`src/rtl/aqp_sd_audio_dac.sv`:
```
// aqp_sd_audio_dac: stereo audio output stage.
// Signed 16-bit sample pairs enter through a valid/ready FIFO. One pair is
// popped on every sample-rate tick (every CLK_DIV clocks) into the held samples.
// Each channel is driven by a first-order sigma-delta bitstream at the system
// clock rate. A sticky underrun flag reports ticks that found the FIFO empty.
// Optional build macro: AQP_SD_AUDIO_DAC_DITHER_EN adds LFSR dither ahead of
// both modulators.
module aqp_sd_audio_dac #(
    parameter int CLK_DIV    = 596,
    parameter int FIFO_DEPTH = 4
) (
    input  logic                        clk,
    input  logic                        reset_n,
    input  logic [15:0]                 in_left,
    input  logic [15:0]                 in_right,
    input  logic                        in_valid,
    output logic                        in_ready,
    output logic [$clog2(FIFO_DEPTH):0] fifo_level,
    output logic                        next_sample,
    output logic                        underrun,
    input  logic                        underrun_clr,
    output logic                        audio_l,
    output logic                        audio_r
);

    localparam int AW = $clog2(FIFO_DEPTH);
    localparam int LW = AW + 1;
    localparam int DW = $clog2(CLK_DIV);

    localparam logic [DW-1:0] DIV_LAST = DW'(CLK_DIV - 1);
    localparam logic [LW-1:0] LVL_FULL = LW'(FIFO_DEPTH);
    localparam logic [15:0]   MIDPOINT = 16'h8000;

    // ------------------------------------------------------------------
    // Sample-rate divider
    // ------------------------------------------------------------------
    logic [DW-1:0] div_q;
    logic          tick;

    assign tick = (div_q == DIV_LAST);

    // Free-running 0..CLK_DIV-1 counter; tick marks its last count.
    // NOTE: sequential state is always assigned with <= so every flop samples pre-edge values.
    always_ff @(posedge clk or negedge reset_n) begin
        if (!reset_n) begin
            div_q <= '0;
        end else if (tick) begin
            div_q <= '0;
        end else begin
            div_q <= div_q + DW'(1);
        end
    end

    // ------------------------------------------------------------------
    // Sample-pair FIFO
    // ------------------------------------------------------------------
    logic [15:0]   mem_l [FIFO_DEPTH];
    logic [15:0]   mem_r [FIFO_DEPTH];
    logic [AW-1:0] wr_ptr_q;
    logic [AW-1:0] rd_ptr_q;
    logic [LW-1:0] level_q;
    logic          fifo_empty;
    logic          push;
    logic          pop;

    assign fifo_empty = (level_q == '0);
    // NOTE: in_ready is decoded from level_q only, so there is no combinational path from in_valid.
    assign in_ready   = (level_q != LVL_FULL);
    assign push       = in_valid && in_ready;
    assign pop        = tick && !fifo_empty;

    // Storage write port.
    // NOTE: the storage array has no reset; pointers and level define which entries are valid.
    always_ff @(posedge clk) begin
        if (push) begin
            mem_l[wr_ptr_q] <= in_left;
            mem_r[wr_ptr_q] <= in_right;
        end
    end

    // Pointers wrap naturally (power-of-two depth); level tracks push minus pop.
    always_ff @(posedge clk or negedge reset_n) begin
        if (!reset_n) begin
            wr_ptr_q <= '0;
            rd_ptr_q <= '0;
            level_q  <= '0;
        end else begin
            if (push) begin
                wr_ptr_q <= wr_ptr_q + AW'(1);
            end
            if (pop) begin
                rd_ptr_q <= rd_ptr_q + AW'(1);
            end
            level_q <= level_q + LW'(push) - LW'(pop);
        end
    end

    // ------------------------------------------------------------------
    // Held samples, tick pulse and underrun flag
    // ------------------------------------------------------------------
    logic [15:0] held_l_q;
    logic [15:0] held_r_q;
    logic        next_sample_q;
    logic        underrun_q;

    // On each tick load the head pair (signed -> offset binary) or flag underrun.
    always_ff @(posedge clk or negedge reset_n) begin
        if (!reset_n) begin
            held_l_q      <= MIDPOINT;
            held_r_q      <= MIDPOINT;
            next_sample_q <= 1'b0;
            underrun_q    <= 1'b0;
        end else begin
            next_sample_q <= tick;
            if (pop) begin
                held_l_q <= mem_l[rd_ptr_q] ^ MIDPOINT;
                held_r_q <= mem_r[rd_ptr_q] ^ MIDPOINT;
            end
            if (tick && fifo_empty) begin
                underrun_q <= 1'b1;
            end else if (underrun_clr) begin
                underrun_q <= 1'b0;
            end
        end
    end

    // ------------------------------------------------------------------
    // Modulator input: held sample, optionally dithered
    // ------------------------------------------------------------------
    logic [15:0] mod_in_l;
    logic [15:0] mod_in_r;

`ifdef AQP_SD_AUDIO_DAC_DITHER_EN
    logic [15:0] lfsr_q;

    // Galois LFSR x^16+x^14+x^13+x^11, one step per clock.
    always_ff @(posedge clk or negedge reset_n) begin
        if (!reset_n) begin
            lfsr_q <= 16'hACE1;
        end else begin
            lfsr_q <= {1'b0, lfsr_q[15:1]} ^ (lfsr_q[0] ? 16'hB400 : 16'h0000);
        end
    end

    // Add a signed 3-bit offset to an unsigned sample, clamping at both rails.
    function automatic logic [15:0] add_dither(input logic [15:0] s, input logic [2:0] d);
        logic [17:0] t;
        t = {2'b00, s} + {{15{d[2]}}, d};
        if (t[17]) begin
            add_dither = 16'h0000;
        end else if (t[16]) begin
            add_dither = 16'hFFFF;
        end else begin
            add_dither = t[15:0];
        end
    endfunction

    assign mod_in_l = add_dither(held_l_q, lfsr_q[2:0]);
    assign mod_in_r = add_dither(held_r_q, lfsr_q[5:3]);
`else
    assign mod_in_l = held_l_q;
    assign mod_in_r = held_r_q;
`endif

    // ------------------------------------------------------------------
    // First-order sigma-delta modulators
    // ------------------------------------------------------------------
    logic [15:0] acc_l_q;
    logic [15:0] acc_r_q;
    logic        audio_l_q;
    logic        audio_r_q;
    logic [16:0] sum_l;
    logic [16:0] sum_r;

    assign sum_l = {1'b0, acc_l_q} + {1'b0, mod_in_l};
    assign sum_r = {1'b0, acc_r_q} + {1'b0, mod_in_r};

    // Accumulate every clock; the carry out is the output bit. Accumulators persist across samples.
    always_ff @(posedge clk or negedge reset_n) begin
        if (!reset_n) begin
            acc_l_q   <= '0;
            acc_r_q   <= '0;
            audio_l_q <= 1'b0;
            audio_r_q <= 1'b0;
        end else begin
            acc_l_q   <= sum_l[15:0];
            acc_r_q   <= sum_r[15:0];
            audio_l_q <= sum_l[16];
            audio_r_q <= sum_r[16];
        end
    end

    assign fifo_level  = level_q;
    assign next_sample = next_sample_q;
    assign underrun    = underrun_q;
    assign audio_l     = audio_l_q;
    assign audio_r     = audio_r_q;

endmodule

```
`config.mk`:
```
export PLATFORM = sky130hd
export DESIGN_NAME = aqp_sd_audio_dac
export DESIGN_NICKNAME = d
export VERILOG_FILES = /design/src/rtl/aqp_sd_audio_dac.sv
export SDC_FILE = /design/constraint.sdc
export NUM_CORES = 1
export LEC_CHECK = 0
export BUFFER_PORTS_ARGS = -buffer_cell sky130_fd_sc_hd__buf_2
export CORE_MARGIN = 2
export CORE_UTILIZATION = 60
export CTS_BUF_LIST = sky130_fd_sc_hd__clkbuf_8 sky130_fd_sc_hd__clkbuf_16
export DETAILED_ROUTE_END_ITERATION = 6
export PLACE_DENSITY = 0.78
export SYNTH_ARGS = -nofsm -noshare
export SYNTH_HDL_FRONTEND = slang
export SYNTH_SLANG_ARGS = --single-unit
```
`constraint.sdc`:
```
create_clock -name clk -period 4.1 [get_ports clk]
set_input_delay 0.205 -clock clk [delete_from_list [all_inputs] [get_ports clk]]
set_output_delay 0.205 -clock clk [all_outputs]
set_load 0.02 [all_outputs]
```
## Word level (Yosys, flattened, before mapping)

Memories as Yosys holds them, arrays and structs flattened.
Cells that the tools add are included.

| word-level totals | value |
|---|---|
| output and inout bits | 8 |
| flip-flop bits (word level) | 85 |
| bits of input ports | 36 |
| RAM bits | 128 |
| memories | 2 |

Memory list:

| name | depth | width | read ports | clocked after memory_dff | write ports | RTL line | source |
|---|---|---|---|---|---|---|---|
| mem_l | 4 | 16 | 1 | 0 | 1 | 57 | `logic [15:0] mem_l [FIFO_DEPTH];` |
| mem_r | 4 | 16 | 1 | 0 | 1 | 58 | `logic [15:0] mem_r [FIFO_DEPTH];` |

| cells by class | value |
|---|---|
| muxes and demuxes | 5 |
| bitwise logic cells | 2 |
| $add $sub $neg | 7 |
| reductions and logical operators | 6 |
| eq/ne operators | 2 |

Operators with widths:

| cell | number |
|---|---|
| adder 16 x 16 -> 17 bit | 2 |
| adder 10 x 1 -> 10 bit (second input constant) | 1 |
| equality test 10 bit (second input constant) | 1 |
| 2-to-1 mux 10 bit | 1 |
| adder 2 x 1 -> 2 bit (second input constant) | 2 |
| 2-to-1 mux 1 bit | 4 |
| adder 3 x 1 -> 3 bit | 1 |
| logical AND 1 bit | 3 |
| logical NOT 3 bit | 1 |
| != test 3 bit (second input constant) | 1 |
| subtractor 3 x 1 -> 3 bit | 1 |
| inverter 1 bit | 2 |
| nonzero test 2 bit | 1 |
| logical NOT 1 bit | 1 |

## Longest topological paths before layout

| logic depth | value |
|---|---|
| depth in word-level cells | 4 |
| mapped depth | 11 |

## Least setup slack after synthesis

No wires, ideal clock.

| timing | value |
|---|---|
| path type | flip-flop to flip-flop |
| from | register div_q[3] |
| to | register level_q[2] (netlist: fifo_level[2]) |
| setup slack | 1366 ps |
| stages on the path, launching flop included | 11 |
| data arrival time | 2611 ps |
| path buffers | 1 |
| period minus slack after synthesis | 2734 ps |
| data required time | 3977 ps |
| library setup time | 123 ps |
| cells stage by stage | dfrtp_1 -> or4b_4 -> nor4_4 -> o31ai_2 -> clkinv_4 -> buf_12 -> ha_1 -> inv_1 -> ha_1 -> fa_1 -> xnor2_1 |

| on the way | value |
|---|---|
| word-level cells in the longest chain between the ends | 3 |

RTL lines:

| item | RTL line | source |
|---|---|---|
| start: declaration | 37 | `logic [DW-1:0] div_q;` |
| start signal: assignment | 50 | `div_q <= div_q + DW'(1);` |
| equality test 10 bit | 40 | `assign tick = (div_q == DIV_LAST);` |
| named net tick | 38 | `logic tick;` |
| logical AND 1 bit | 70 | `assign pop = tick && !fifo_empty;` |
| named net pop | 64 | `logic pop;` |
| subtractor 3 x 1 -> 3 bit | 94 | `level_q <= level_q + LW'(push) - LW'(pop);` |
| end signal: assignment | 94 |  |
| end: declaration | 61 | `logic [LW-1:0] level_q;` |

The timed path passes the listed nets, and every way through them passes these cells.
A chain may end at the register's enable or synchronous reset.

## Worst setup path after layout

| timing | value |
|---|---|
| from | register div_q[3] |
| to | register level_q[2] (netlist: fifo_level[2]) |

| on the way | value |
|---|---|
| word-level cells in the longest chain between the ends | 3 |

RTL lines:

| item | RTL line |
|---|---|
| equality test 10 bit | 40 |
| named net tick | 38 |
| logical AND 1 bit | 70 |
| subtractor 3 x 1 -> 3 bit | 94 |

The timed path passes the listed nets, and every way through them passes these cells.

==> impl_summary.log <==
INFO  metric finalWorstPathRequiredPeriod = 3.22 ns
INFO  metric fp.coreArea = 15300 um2
INFO  metric floorplan.die.width = 129 um
INFO  metric total_leakage_power = 4.43 nW
INFO  metric worstPathArrival = 3.59 ns
INFO  metric worstRegToRegCells = 9
INFO  metric post_synth_instance_area = 9380 um2
INFO  metric r2r_slack = 0.88 ns
INFO  metric min_delay_path_depth = 3
INFO  metric post_synth_most_frequent_cells = 128 x edfxtp_1, 83 x dfrtp_1, 39 x ha_1
INFO  metric clock_path_buffers = 3
INFO  metric cts-htree-levels = 1
INFO  metric diodes = 0
INFO  metric path_buf_inv = 2
INFO  metric cts_tree = done
INFO  metric dr.pass1.iters = 5
INFO  metric clockRootBuffer = clkbuf_16
INFO  metric maxCapViolCount = 0
INFO  metric route.detailed.drc = 0
INFO  metric grt_max_degree = 55
INFO  metric min_to = wr_ptr_q[0]
INFO  metric r2r-start = div_q[3]
INFO  metric cts-buffers-inserted = 21
INFO  metric fp.dieArea = 16700 um2
INFO  metric die_outline_height = 129 um
INFO  metric async_flop_share = 0.399
INFO  metric synth_seq_cells = 213
INFO  metric kind_of_end_point_of_the_critical_path = register
INFO  metric cell_class_contributing_the_biggest_share_of_worst_path_delay = simple AND/OR/NAND/NOR gates
INFO  metric overall_routed_net_length = 17.7 mm
INFO  metric timing.critical_path.depth = 9
INFO  metric synth_top_area_cell = edfxtp_1
INFO  metric worst_hold_path_type = in2reg
INFO  metric fp-row-count = 45
INFO  metric drtAntennaViolNets = 0
INFO  metric post_cts.repair.setup_buffers = 0
INFO  metric holdCritStartpoint = in_valid
INFO  metric outcome = complete, no violations
INFO  metric final_critical_path_setup_slack = 0.882 ns
INFO  metric placed_wire_length_estimate_after_detailed_placement = 11.0 mm
INFO  metric globalRouteOverflowTotal = 0
INFO  metric share_of_the_clock_period_used_by_the_worst_path_after_layout = 0.785
INFO  metric worst_skew_pair.late_latency = 0.49 ns
INFO  metric totalNegativeSetupSlack = 0 ns
INFO  metric cp_slowest_stage_delay = 0.59 ns
INFO  metric io_buffers = 43
INFO  metric post_cts_resize_count = 0
INFO  metric synthesis.yosys.warnings = 0
INFO  metric areaGrowthSynthToFinish = 15.3%
INFO  metric synth_top_cell_area_share = 0.410
INFO  metric hold_slack = 0.182 ns
INFO  metric synth.most_common_cell = edfxtp_1
INFO  metric synth.avg_cell_area = 15.8 um2
INFO  metric fin_skew = 0.00682 ns
INFO  metric report.final.slew_viol_count = 0
INFO  metric count_of_flip_flops_with_a_built_in_enable_after_synthesis = 128
INFO  metric final-setup-viol-count = 0
INFO  metric clk_pin_slew_worst_paths = 0.06 ns
INFO  metric synth_flop_cell = edfxtp_1
INFO  metric post_drt_wl_per_cell = 19.5 um
INFO  metric synth_area_leaders = edfxtp_1 41%, dfrtp_1 22%, mux4_2 7.7%
INFO  metric gr-usage-all-layers = 0.227
INFO  metric worstReg2RegEnd = fifo_level[2]
INFO  metric max-vdd-ir-drop = 450 uV
INFO  metric fmax = 311 MHz
INFO  metric nets_final = 761
INFO  metric gp_congestion = 0.904
INFO  metric grt_antenna_before_repair = 0
INFO  metric syn_inst = 593
INFO  metric layout-drive-gt1-share = 0.224
INFO  metric power_density = 463 nW/um2
INFO  metric detail_route.vias_per_cell = 5.87
INFO  metric rsz_0062_raised_after_global_routing = false
INFO  metric ys_seq_area_frac = 0.637
INFO  metric vias = 5329
INFO  metric timing_hold_violations_final = 0
INFO  metric grt_pass1_vias = 5653
INFO  metric yosysUniqueCellTypes = 63
INFO  metric worst_slew_pin_slew = 1.08 ns
INFO  metric cpMaxStageDelayCell = or4b_4
INFO  metric max_slew_margin = 0.281
INFO  metric grt_pass1_wl = 29.1 mm
INFO  metric critical_path_required = 4.47 ns
INFO  metric crit_chain = or4b_4 > nor4_4 > o31ai_2 > clkinv_4 > ha_1 > inv_1 > ha_1 > fa_1 > xnor2_1
INFO  metric io_pins = 44
INFO  metric syn_nets = 671
INFO  metric clock_sink_total = 213
INFO  metric starting_utilization_of_the_core_area = 0.615
INFO  metric worstPathMaxFanout = 32
INFO  metric place_ws = 0.916 ns
INFO  metric initialDrtViolationCount = 312
INFO  metric critical_path.startpoint_type = register
INFO  metric critical_path_class = reg2reg
INFO  metric most_common_cell_type_on_the_critical_path = ha_1
[sequential cells by signal, summed over array words and instances (netlist names), 2 cells and up]
| register | cells |
|---|---|
| held_r_q | 16 |
| held_l_q | 16 |
| acc_r_q | 16 |
| rd_ptr_q | 2 |
| div_q | 10 |
| wr_ptr_q | 2 |
| acc_l_q | 16 |
| mem_l | 64 |
| fifo_level | 3 |
| mem_r | 64 |
[area by class of cell]
type	instances	area, um2
clock buffers	23	553
clock inverters	14	115
fillers	958	4440
inverters	20	80.1
multi-input cells	342	3210
flip-flops and latches	213	5970
well taps	211	264
repair buffers	85	618
[where the power goes]
group,switching (W),internal [W]
Sequential,0.0000798,0.00259
Clock,0.000767,0.00109
Combinational,0.000313,0.000173
Total,0.00116,0.00385
[routing by layer]
| metal | vias up | track usage | part of all wire |
|---|---|---|---|
| li1 | 2456 | - | - |
| met1 | 2693 | 0.308 | 0.43 |
| met2 | 146 | 0.386 | 0.50 |
| met3 | 34 | 0.0355 | 0.048 |
| met4 | 0 | 0.0646 | 0.022 |
| met5 | - | 0 | 0 |
[placed cells by master (no fill, tap or decap), types with 3 or more instances in the layout]
cell           synthesis  final
a211oi_1               8      8
a21o_1                10     10
a21oi_1               22     22
and3_1                 8      8
buf_2                  2     42
buf_4                  0      9
clkbuf_16              0     21
clkinv_2               0      5
dfrtp_1               83     82
dlygate4sd3_1          0     34
edfxtp_1             128    128
fa_1                   3      3
ha_1                  39     39
inv_1                 19     23
mux2_4                26     26
mux4_2                32     32
nand2_1               24     24
nand2b_1               6      6
nand3_1               12     12
nand4_1                8      8
nor2_1                29     29
nor2b_1                5      5
nor3_1                 7      7
o21a_1                 3      3
o21ai_0               16     16
o221ai_1               4      4
o31ai_1                3      3
or2_2                  3      3
xnor2_1               18     18
xor2_1                11     11
[logic make-up (layout without fill, tap and decap cells)]
kind of cell	after synthesis	in the layout	share of synthesized area
buffers and inverters	38	142	0.0213
AO/OA/AOI/OAI	91	91	0.0659
flip-flops	213	213	0.637
AND/OR/NAND/NOR	115	115	0.0636
adder cells (fa/ha/maj)	42	42	0.0584
XOR/XNOR	30	30	0.0288
multiplexers	64	64	0.125
[worst min-delay path: cells and delay by family]
family / cells / cell delay (ns)
and+or+nand+nor: 1 / 0.22
buffers and inverters: 1 / 0.11
xor gates and xnor gates: 1 / 0.09
[per-stage QoR]
stage / cell area [um2] / power [W] / cells / util
floorplan: 9380 / 0.00296 / 593 / -
global placement: 9810 / 0.00313 / 837 / 0.643
detailed placement: 9810 / 0.00317 / 837 / 0.643
CTS: 10800 / 0.00506 / 908 / 0.709
global route: 10800 / 0.00521 / 908 / 0.709
finish: 10800 / 0.00501 / 908 / 0.709
[what timing repair did]
action	CTS	global route
hold buffers	34	0
endpoints found under the setup margin	0	0
endpoints found under the hold margin	180	0
[worst max path at each step]
stage               slack (ns)     start       endpoint
floorplan                 1.37  div_q[3]  fifo_level[2]
global placement          1.05  div_q[3]  fifo_level[1]
detailed placement        0.92  div_q[3]  fifo_level[1]
CTS                       0.89  div_q[3]  fifo_level[2]
global route              0.77  div_q[3]  fifo_level[2]
finish                    0.88  div_q[3]  fifo_level[2]
Note: power is estimated with default switching activity, not from simulation.
